### config.mk
export PLATFORM = sky130hd
export DESIGN_NAME = alu_exec_unit_flat
export DESIGN_NICKNAME = d
export VERILOG_FILES = /design/src/rtl/alu_pkg.sv /design/src/rtl/alu_exec_unit_if.sv /design/src/rtl/alu_seq_multiplier.sv /design/src/rtl/alu_exec_unit.sv /design/src/flat_wrapper.sv
export SDC_FILE = /design/constraint.sdc
export NUM_CORES = 1
export LEC_CHECK = 0
export ABC_AREA = 1
export CORE_ASPECT_RATIO = 1.25
export CORE_MARGIN = 3
export CORE_UTILIZATION = 35
export DETAILED_ROUTE_END_ITERATION = 10
export MAX_ROUTING_LAYER = met4
export PLACE_DENSITY = 0.6
export SLEW_MARGIN = 25
export SYNTH_ARGS = -nofsm -noshare
export SYNTH_HDL_FRONTEND = slang
export SYNTH_SLANG_ARGS = --single-unit
### constraint.sdc
create_clock -name clk -period 3.8 [get_ports clk]
set_input_delay 0.57 -clock clk [delete_from_list [all_inputs] [get_ports clk]]
set_output_delay 0.57 -clock clk [all_outputs]
set_load 0.02 [all_outputs]
### src/rtl/alu_pkg.sv
// alu_pkg: shared definitions for the execute-stage ALU.
//   WIDTH      : operand/result width (32 only)
//   ALU_*      : 5-bit ALU control codes, same values the ALU control decoder emits
//   state_e    : sequencing states of alu_exec_unit
//   magnitude(): absolute value of a two's-complement operand when signed
package alu_pkg;
    localparam int WIDTH = 32;

    localparam logic [4:0] ALU_AND = 5'b00000;
    localparam logic [4:0] ALU_OR  = 5'b00001;
    localparam logic [4:0] ALU_ADD = 5'b00010;
    localparam logic [4:0] ALU_SUB = 5'b00110;
    localparam logic [4:0] ALU_SLT = 5'b00111;
    localparam logic [4:0] ALU_NOR = 5'b01100;
    localparam logic [4:0] ALU_XOR = 5'b01101;
    localparam logic [4:0] ALU_SLL = 5'b10000;
    localparam logic [4:0] ALU_SRL = 5'b11000;
    localparam logic [4:0] ALU_SRA = 5'b11001;
    localparam logic [4:0] ALU_MUL = 5'b11010;

    typedef enum logic [1:0] {
        ST_IDLE     = 2'd0,
        ST_MUL_ITER = 2'd1,
        ST_MUL_FIX  = 2'd2
    } state_e;

    // 0x80000000 maps to itself, which is the correct unsigned magnitude.
    function automatic logic [WIDTH-1:0] magnitude(input logic [WIDTH-1:0] v,
                                                   input logic is_signed);
        return (is_signed && v[WIDTH-1]) ? (~v + WIDTH'(1)) : v;
    endfunction
endpackage

### src/rtl/alu_exec_unit_if.sv
// alu_exec_unit_if: issue/result bundle between the pipeline and alu_exec_unit.
//   master (pipeline side): drives flush, in_valid, ALUCtl, Sign, in1, in2;
//                           sees in_ready, out_valid, result, hi, zero, stall
//   slave  (ALU side)     : the mirror image
interface alu_exec_unit_if;
    import alu_pkg::*;

    logic             flush;
    logic             in_valid;
    logic             in_ready;
    logic [4:0]       ALUCtl;
    logic             Sign;
    logic [WIDTH-1:0] in1;
    logic [WIDTH-1:0] in2;
    logic             out_valid;
    logic [WIDTH-1:0] result;
    logic [WIDTH-1:0] hi;
    logic             zero;
    logic             stall;

    modport master (
        output flush, in_valid, ALUCtl, Sign, in1, in2,
        input  in_ready, out_valid, result, hi, zero, stall
    );

    modport slave (
        input  flush, in_valid, ALUCtl, Sign, in1, in2,
        output in_ready, out_valid, result, hi, zero, stall
    );
endinterface

### src/rtl/alu_seq_multiplier.sv
// alu_seq_multiplier: unsigned WIDTH x WIDTH shift-add multiplier, one
// multiplier bit per clock.
//   clk       : clock
//   clear_i   : synchronous abort (reset or pipeline flush), drops busy
//   start_i   : load operands; bit 0 of b_i is consumed on this same edge
//   a_i, b_i  : unsigned multiplicand / multiplier
//   product_o : 2*WIDTH product, valid on the cycle after last_o
//   last_o    : high during the cycle whose edge consumes bit 31
// Bits 1..31 are consumed on the following 31 edges, so the product is
// complete 32 edges after start_i.
module alu_seq_multiplier
    import alu_pkg::*;
(
    input  logic               clk,
    input  logic               clear_i,
    input  logic               start_i,
    input  logic [WIDTH-1:0]   a_i,
    input  logic [WIDTH-1:0]   b_i,
    output logic [2*WIDTH-1:0] product_o,
    output logic               last_o
);
    logic [WIDTH-1:0]   mcand_q;
    logic [2*WIDTH-1:0] prod_q;     // {partial sum, remaining multiplier bits}
    logic [4:0]         cnt_q;      // multiplier bit consumed on the next edge
    logic               busy_q;

    logic [WIDTH-1:0]   addend;
    logic [WIDTH:0]     sum;
    logic [2*WIDTH-1:0] step_prod;
    logic [WIDTH-1:0]   first_pp;
    logic [2*WIDTH-1:0] load_prod;

    assign addend    = prod_q[0] ? mcand_q : '0;
    assign sum       = {1'b0, prod_q[2*WIDTH-1:WIDTH]} + {1'b0, addend};
    assign step_prod = {sum, prod_q[WIDTH-1:1]};

    // Loading folds in the bit-0 step so all 32 bits fit in 32 edges.
    assign first_pp  = b_i[0] ? a_i : '0;
    assign load_prod = {1'b0, first_pp, b_i[WIDTH-1:1]};

    always_ff @(posedge clk) begin
        if (clear_i) begin
            busy_q  <= 1'b0;
            cnt_q   <= 5'd0;
            prod_q  <= '0;
            mcand_q <= '0;
        end else if (start_i) begin
            mcand_q <= a_i;
            prod_q  <= load_prod;
            cnt_q   <= 5'd1;
            busy_q  <= 1'b1;
        end else if (busy_q) begin
            prod_q <= step_prod;
            if (cnt_q == 5'd31) begin
                busy_q <= 1'b0;
                cnt_q  <= 5'd0;
            end else begin
                cnt_q <= cnt_q + 5'd1;
            end
        end
    end

    assign product_o = prod_q;
    assign last_o    = busy_q && (cnt_q == 5'd31);
endmodule

### src/rtl/alu_exec_unit.sv
// alu_exec_unit: execute-stage ALU with registered result and a sequential
// multiplier.
//   clk, reset : clock, synchronous active-high reset
//   bus        : alu_exec_unit_if.slave (issue operands/code, result, hi,
//                zero, in_ready/stall handshake, flush)
// Single-cycle ops write result one clock after issue. MUL issues into
// MUL_ITER, runs the unsigned multiplier on operand magnitudes, then
// MUL_FIX applies the sign and writes {hi, result}.
module alu_exec_unit
    import alu_pkg::*;
(
    input  logic           clk,
    input  logic           reset,
    alu_exec_unit_if.slave bus
);
    state_e             state_q, state_d;
    logic [WIDTH-1:0]   result_q, result_d;
    logic [WIDTH-1:0]   hi_q, hi_d;
    logic               out_valid_q, out_valid_d;
    logic               neg_q, neg_d;

    logic               accept;
    logic               is_mul;
    logic               mul_last;
    logic [2*WIDTH-1:0] mul_prod;
    logic [2*WIDTH-1:0] prod_fixed;
    logic [WIDTH-1:0]   alu_res;
    logic               slt_lt;

    // Flush wins over a same-cycle issue.
    assign accept = bus.in_valid && (state_q == ST_IDLE) && !bus.flush;
    assign is_mul = (bus.ALUCtl == ALU_MUL);

    alu_seq_multiplier u_mul (
        .clk       (clk),
        .clear_i   (reset || bus.flush),
        .start_i   (accept && is_mul),
        .a_i       (magnitude(bus.in1, bus.Sign)),
        .b_i       (magnitude(bus.in2, bus.Sign)),
        .product_o (mul_prod),
        .last_o    (mul_last)
    );

    assign prod_fixed = neg_q ? (~mul_prod + (2*WIDTH)'(1)) : mul_prod;

    assign slt_lt = bus.Sign ? ($signed(bus.in1) < $signed(bus.in2))
                             : (bus.in1 < bus.in2);

    always_comb begin
        alu_res = '0;
        case (bus.ALUCtl)
            ALU_AND: alu_res = bus.in1 & bus.in2;
            ALU_OR:  alu_res = bus.in1 | bus.in2;
            ALU_ADD: alu_res = bus.in1 + bus.in2;
            ALU_SUB: alu_res = bus.in1 - bus.in2;
            ALU_SLT: alu_res = {{(WIDTH-1){1'b0}}, slt_lt};
            ALU_NOR: alu_res = ~(bus.in1 | bus.in2);
            ALU_XOR: alu_res = bus.in1 ^ bus.in2;
            ALU_SLL: alu_res = bus.in2 << bus.in1[4:0];
            ALU_SRL: alu_res = bus.in2 >> bus.in1[4:0];
            ALU_SRA: alu_res = WIDTH'($signed(bus.in2) >>> bus.in1[4:0]);
            default: alu_res = '0;
        endcase
    end

    always_comb begin
        state_d     = state_q;
        result_d    = result_q;
        hi_d        = hi_q;
        out_valid_d = 1'b0;
        neg_d       = neg_q;
        case (state_q)
            ST_IDLE: begin
                if (accept) begin
                    if (is_mul) begin
                        state_d = ST_MUL_ITER;
                        neg_d   = bus.Sign && (bus.in1[WIDTH-1] ^ bus.in2[WIDTH-1]);
                    end else begin
                        result_d    = alu_res;
                        hi_d        = '0;
                        out_valid_d = 1'b1;
                    end
                end
            end
            ST_MUL_ITER: begin
                if (mul_last) state_d = ST_MUL_FIX;
            end
            ST_MUL_FIX: begin
                {hi_d, result_d} = prod_fixed;
                out_valid_d      = 1'b1;
                state_d          = ST_IDLE;
            end
            default: state_d = ST_IDLE;
        endcase
        // A flush discards whatever this cycle would have written.
        if (bus.flush) begin
            state_d     = ST_IDLE;
            result_d    = result_q;
            hi_d        = hi_q;
            out_valid_d = 1'b0;
        end
    end

    always_ff @(posedge clk) begin
        if (reset) begin
            state_q     <= ST_IDLE;
            result_q    <= '0;
            hi_q        <= '0;
            out_valid_q <= 1'b0;
            neg_q       <= 1'b0;
        end else begin
            state_q     <= state_d;
            result_q    <= result_d;
            hi_q        <= hi_d;
            out_valid_q <= out_valid_d;
            neg_q       <= neg_d;
        end
    end

    assign bus.in_ready  = (state_q == ST_IDLE);
    assign bus.stall     = (state_q != ST_IDLE);
    assign bus.out_valid = out_valid_q;
    assign bus.result    = result_q;
    assign bus.hi        = hi_q;
    assign bus.zero      = (result_q == '0);
endmodule
### src/flat_wrapper.sv
// flat-port wrapper written by rule: the top's interface ports become plain ports
module alu_exec_unit_flat import alu_pkg::*;
  (clk, reset, bus_flush, bus_in_valid, bus_ALUCtl, bus_Sign, bus_in1, bus_in2, bus_in_ready, bus_out_valid, bus_result, bus_hi, bus_zero, bus_stall);
  alu_exec_unit_if bus_i ();
  input  logic clk;
  input  logic reset;
  input wire logic [$bits(bus_i.flush)-1:0] bus_flush;
  input wire logic [$bits(bus_i.in_valid)-1:0] bus_in_valid;
  input wire logic [$bits(bus_i.ALUCtl)-1:0] bus_ALUCtl;
  input wire logic [$bits(bus_i.Sign)-1:0] bus_Sign;
  input wire logic [$bits(bus_i.in1)-1:0] bus_in1;
  input wire logic [$bits(bus_i.in2)-1:0] bus_in2;
  output wire logic [$bits(bus_i.in_ready)-1:0] bus_in_ready;
  output wire logic [$bits(bus_i.out_valid)-1:0] bus_out_valid;
  output wire logic [$bits(bus_i.result)-1:0] bus_result;
  output wire logic [$bits(bus_i.hi)-1:0] bus_hi;
  output wire logic [$bits(bus_i.zero)-1:0] bus_zero;
  output wire logic [$bits(bus_i.stall)-1:0] bus_stall;
  assign bus_i.flush = bus_flush;
  assign bus_i.in_valid = bus_in_valid;
  assign bus_i.ALUCtl = bus_ALUCtl;
  assign bus_i.Sign = bus_Sign;
  assign bus_i.in1 = bus_in1;
  assign bus_i.in2 = bus_in2;
  assign bus_in_ready = bus_i.in_ready;
  assign bus_out_valid = bus_i.out_valid;
  assign bus_result = bus_i.result;
  assign bus_hi = bus_i.hi;
  assign bus_zero = bus_i.zero;
  assign bus_stall = bus_i.stall;
  alu_exec_unit u_core (.clk(clk), .reset(reset), .bus(bus_i));
endmodule
==> results.yml <==
timing:
  fin_crit_sh: 0.921
  worst_pin_slew_ns: 1.19
  fin_crit_ns: 3.50
  finalClockSkew_ns: 0.0243
  fmax_mhz: 286
  maxSlewViolCount: 0
  rsz0062_at_grt: "no"
  fin_tns_setup_ns: 0
  fin_ws_ns: 0.302
  slew_headroom: 0.201
  report.final.setup_viol: 0
  hold_viol: 0
min_path:
  hold_path_class: "register to register"
global_routing:
  grt_overflow: 0
  grt_pass1_wl_um: 208000
  grt_pass1_vias: 29600
  grt_start_max_net_pins: 71
  antenna_found_initial: 4
  grtUsageTotal: 0.424
clock_network:
  numCtsBuffers: 17
  cts.sinks: 170
  clk_path_buf_depth: 2
  post_cts_buffers: 0
  clk_pin_slew_worst_paths_ns: 0.08
  hold_buffers: 0
  cts_tree: "done"
  cts_resized: 0
  clk_latency_ns: 0.49
  cts_root_buffer: "clkbuf_16"
  cts_max_level: 4
finish:
  drive_gt1_frac: 0.0827
  nFillCells: 7433
  finalNetCount: 4796
  areaGrowthSynthToFinish_pct: 19.8
  fin_cells: 5448
  utilization: 0.428
  stdcell_area_mm2: 0.0278
placed_design:
  gp_congestion: 1.15
  placed_cell_area_mm2: 0.0272
  numPortBuffers: 141
  place_ws_ns: -0.0677
  place_inst: 5412
  hpwl_um: 124000
route:
  viasPerCell: 5.76
  drt-total-wl_um: 148000
  postRouteAntennaNets: 0
  vias: 31400
  drc: 0
  dr.pass1.iters: 7
  drt_iter0_drc: 3454
  wl_per_cell_um: 27.2
synthesis:
  avgSynthCellArea_um2: 5.35
  synth_nets: 4539
  synth_seq_area_share: 0.147
  async_reset_ff_frac: 0
  syn_area_mm2: 0.0232
  synth_top_flop_cell: "dfxtp_1"
  ys_types: 55
  ys_ff_latch: 170
  synthCells: 4326
  synth_enable_flop_cells: 0
  yosys_warnings: 0
pwr:
  leakagePower_nw: 13.7
  p_per_area_mw_per_mm2: 222
  switching_power_mw: 2.63
  pwr-share-seq: 0.298
  ir_drop_mv: 0.301
  p_sw_frac: 0.427
  p_clk_frac: 0.300
  p_comb_frac: 0.403
  intPower_mw: 3.53
floorplanning:
  dieArea_mm2: 0.0693
  num_rows: 104
  die_w_um: 236
  boundaryPins: 142
  fp.coreArea_mm2: 0.0649
  die_y_um: 294
  initial_utilization: 0.357
critical_path:
  required_ns: 4.17
  end_kind: "register"
  cp_slowest_cell: "clkdlybuf4s50_1"
  worstPathCellList: "clkdlybuf4s50_1 > inv_1 > ha_1 > nand2_1 > nor2_1 > inv_1 > nor2_1 > nand3_1 > nand3_1 > nand2_1 > nand3_1 > nand4_1 > nand2_1 > a21oi_1"
  path_max_fanout: 7
  slowest_delay_ns: 0.62
  crit_family: "simple AND/OR/NAND/NOR gates"
  critPathLaunchType: "input port"
  crit_buf_inv: 3
  cp.arrival_ns: 3.87
  crit_type: "input port to register"
run:
  drv_cap: 0
outcome:
  status: "finished clean"
Yosys cell counts (37+ instances only):
library cell	number	area (um2)
nor2_1	437	1640
nand2_1	1309	4910
nor3_1	48	240
nand3_1	577	2890
ha_1	136	1700
buf_2	66	330
a21oi_1	290	1450
inv_1	482	1810
o21ai_0	287	1440
clkbuf_1	101	379
o211ai_1	37	278
nand4_1	85	532
dfxtp_1	170	3400
xor2_1	42	368
cells in the final DEF, fill, tap and decap left out, types with 9 or more instances in the layout:
cell,instances
nand2_1,1309
nand3_1,577
inv_1,478
nor2_1,433
a21oi_1,290
o21ai_0,287
buf_4,272
dfxtp_1,169
clkdlybuf4s50_1,139
ha_1,136
nand4_1,85
nor3_1,48
xor2_1,42
o211ai_1,37
a31oi_1,26
o21bai_1,21
nor4_1,18
clkbuf_16,17
or2_2,16
buf_12,15
and2_1,14
o22ai_1,13
inv_2,12
nor2_2,12
o21ai_1,12
o2111ai_1,12
a211oi_1,10
nand3b_1,9
registers in the layout, summed over array words and instances (netlist names):
signal	cells
u_core.u_mul.busy_q	1
u_core.u_mul.product_o	64
u_core.bus.hi	32
u_core.neg_q	1
u_core.bus.out_valid	1
u_core.bus.result	32
u_core.u_mul.mcand_q	32
u_core.u_mul.cnt_q	5
u_core.state_q	2
power groups by stage:
stage	clock network, mW	logic (mW)	registers, mW
after floorplan	0	1.19	1.88
after global placement	0	2.41	1.87
after detailed placement	0	2.39	1.87
after CTS	1.85	2.41	1.83
after global routing	1.90	2.62	1.83
final	1.85	2.48	1.83
final timing paths:
check | endpoint | slack [ns] | cells after the start | startpoint
worst max-delay path | u_core.bus.result[19]$_SDFFE_PP0P_ | 0.30 | 14 | bus_in1[16]
worst min-delay path | u_core.u_mul.mcand_q[23]$_SDFFE_PP0P_ | 0.46 | 2 | u_core.u_mul.mcand_q[23]$_SDFFE_PP0P_
worst min register to register | u_core.u_mul.mcand_q[23]$_SDFFE_PP0P_ | 0.46 | 2 | u_core.u_mul.mcand_q[23]$_SDFFE_PP0P_
worst max register to register | u_core.u_mul.product_o[53]$_SDFFE_PP0P_ | 0.32 | 16 | u_core.u_mul.product_o[0]$_SDFFE_PP0P_
metal layers:
layer  up-vias  wire length, um  global-route usage
li1      14700                -                   -
met1     14500            55200               0.464
met2      1630            67200               0.685
met3       526            10100              0.0591
met4         0            15800               0.355
met5         -                0                   -
metrics by stage:
stage,hold WS (ns),total power [mW]
6_report,0.460,6.16
3_3_place_gp,0.438,4.29
5_1_grt,0.485,6.36
4_1_cts,0.460,6.09
2_1_floorplan,0.427,3.07
3_5_place_dp,0.445,4.27
logic make-up after synthesis:
kind of cell / synth area share
buf+inv: 0.115
mux: 0.000864
compound gates: 0.178
flops: 0.147
xor+xnor: 0.0159
simple gates: 0.466
fa+ha+maj: 0.0761
final cells by class:
class,instances,area [um2],area share
Clock buffer,18,429,0.0155
Multi-Input combinational cell,3470,17100,0.616
Timing Repair Buffer,428,3740,0.135
Sequential cell,170,3400,0.123
Inverter,496,1860,0.0671
Tap cell,848,1060,0.0382
Clock inverter,13,145,0.00523
Antenna cell,5,12.5,0.000451
worst register-to-register path, cell delays in order, from the launching register on:
cell,delay [ns]
dfxtp_1,0.47
buf_4,0.38
nand2_1,0.10
inv_1,0.08
ha_1,0.20
nand2_1,0.07
o21ai_0,0.91
nand2_1,0.11
nand2_1,0.20
buf_4,0.18
nand3_1,0.10
nand3_1,0.11
nand2_1,0.05
nand3_1,0.07
nand3_1,0.20
nand3_1,0.13
inv_1,0.04
No activity file was read; power rests on OpenSTA's default activity.
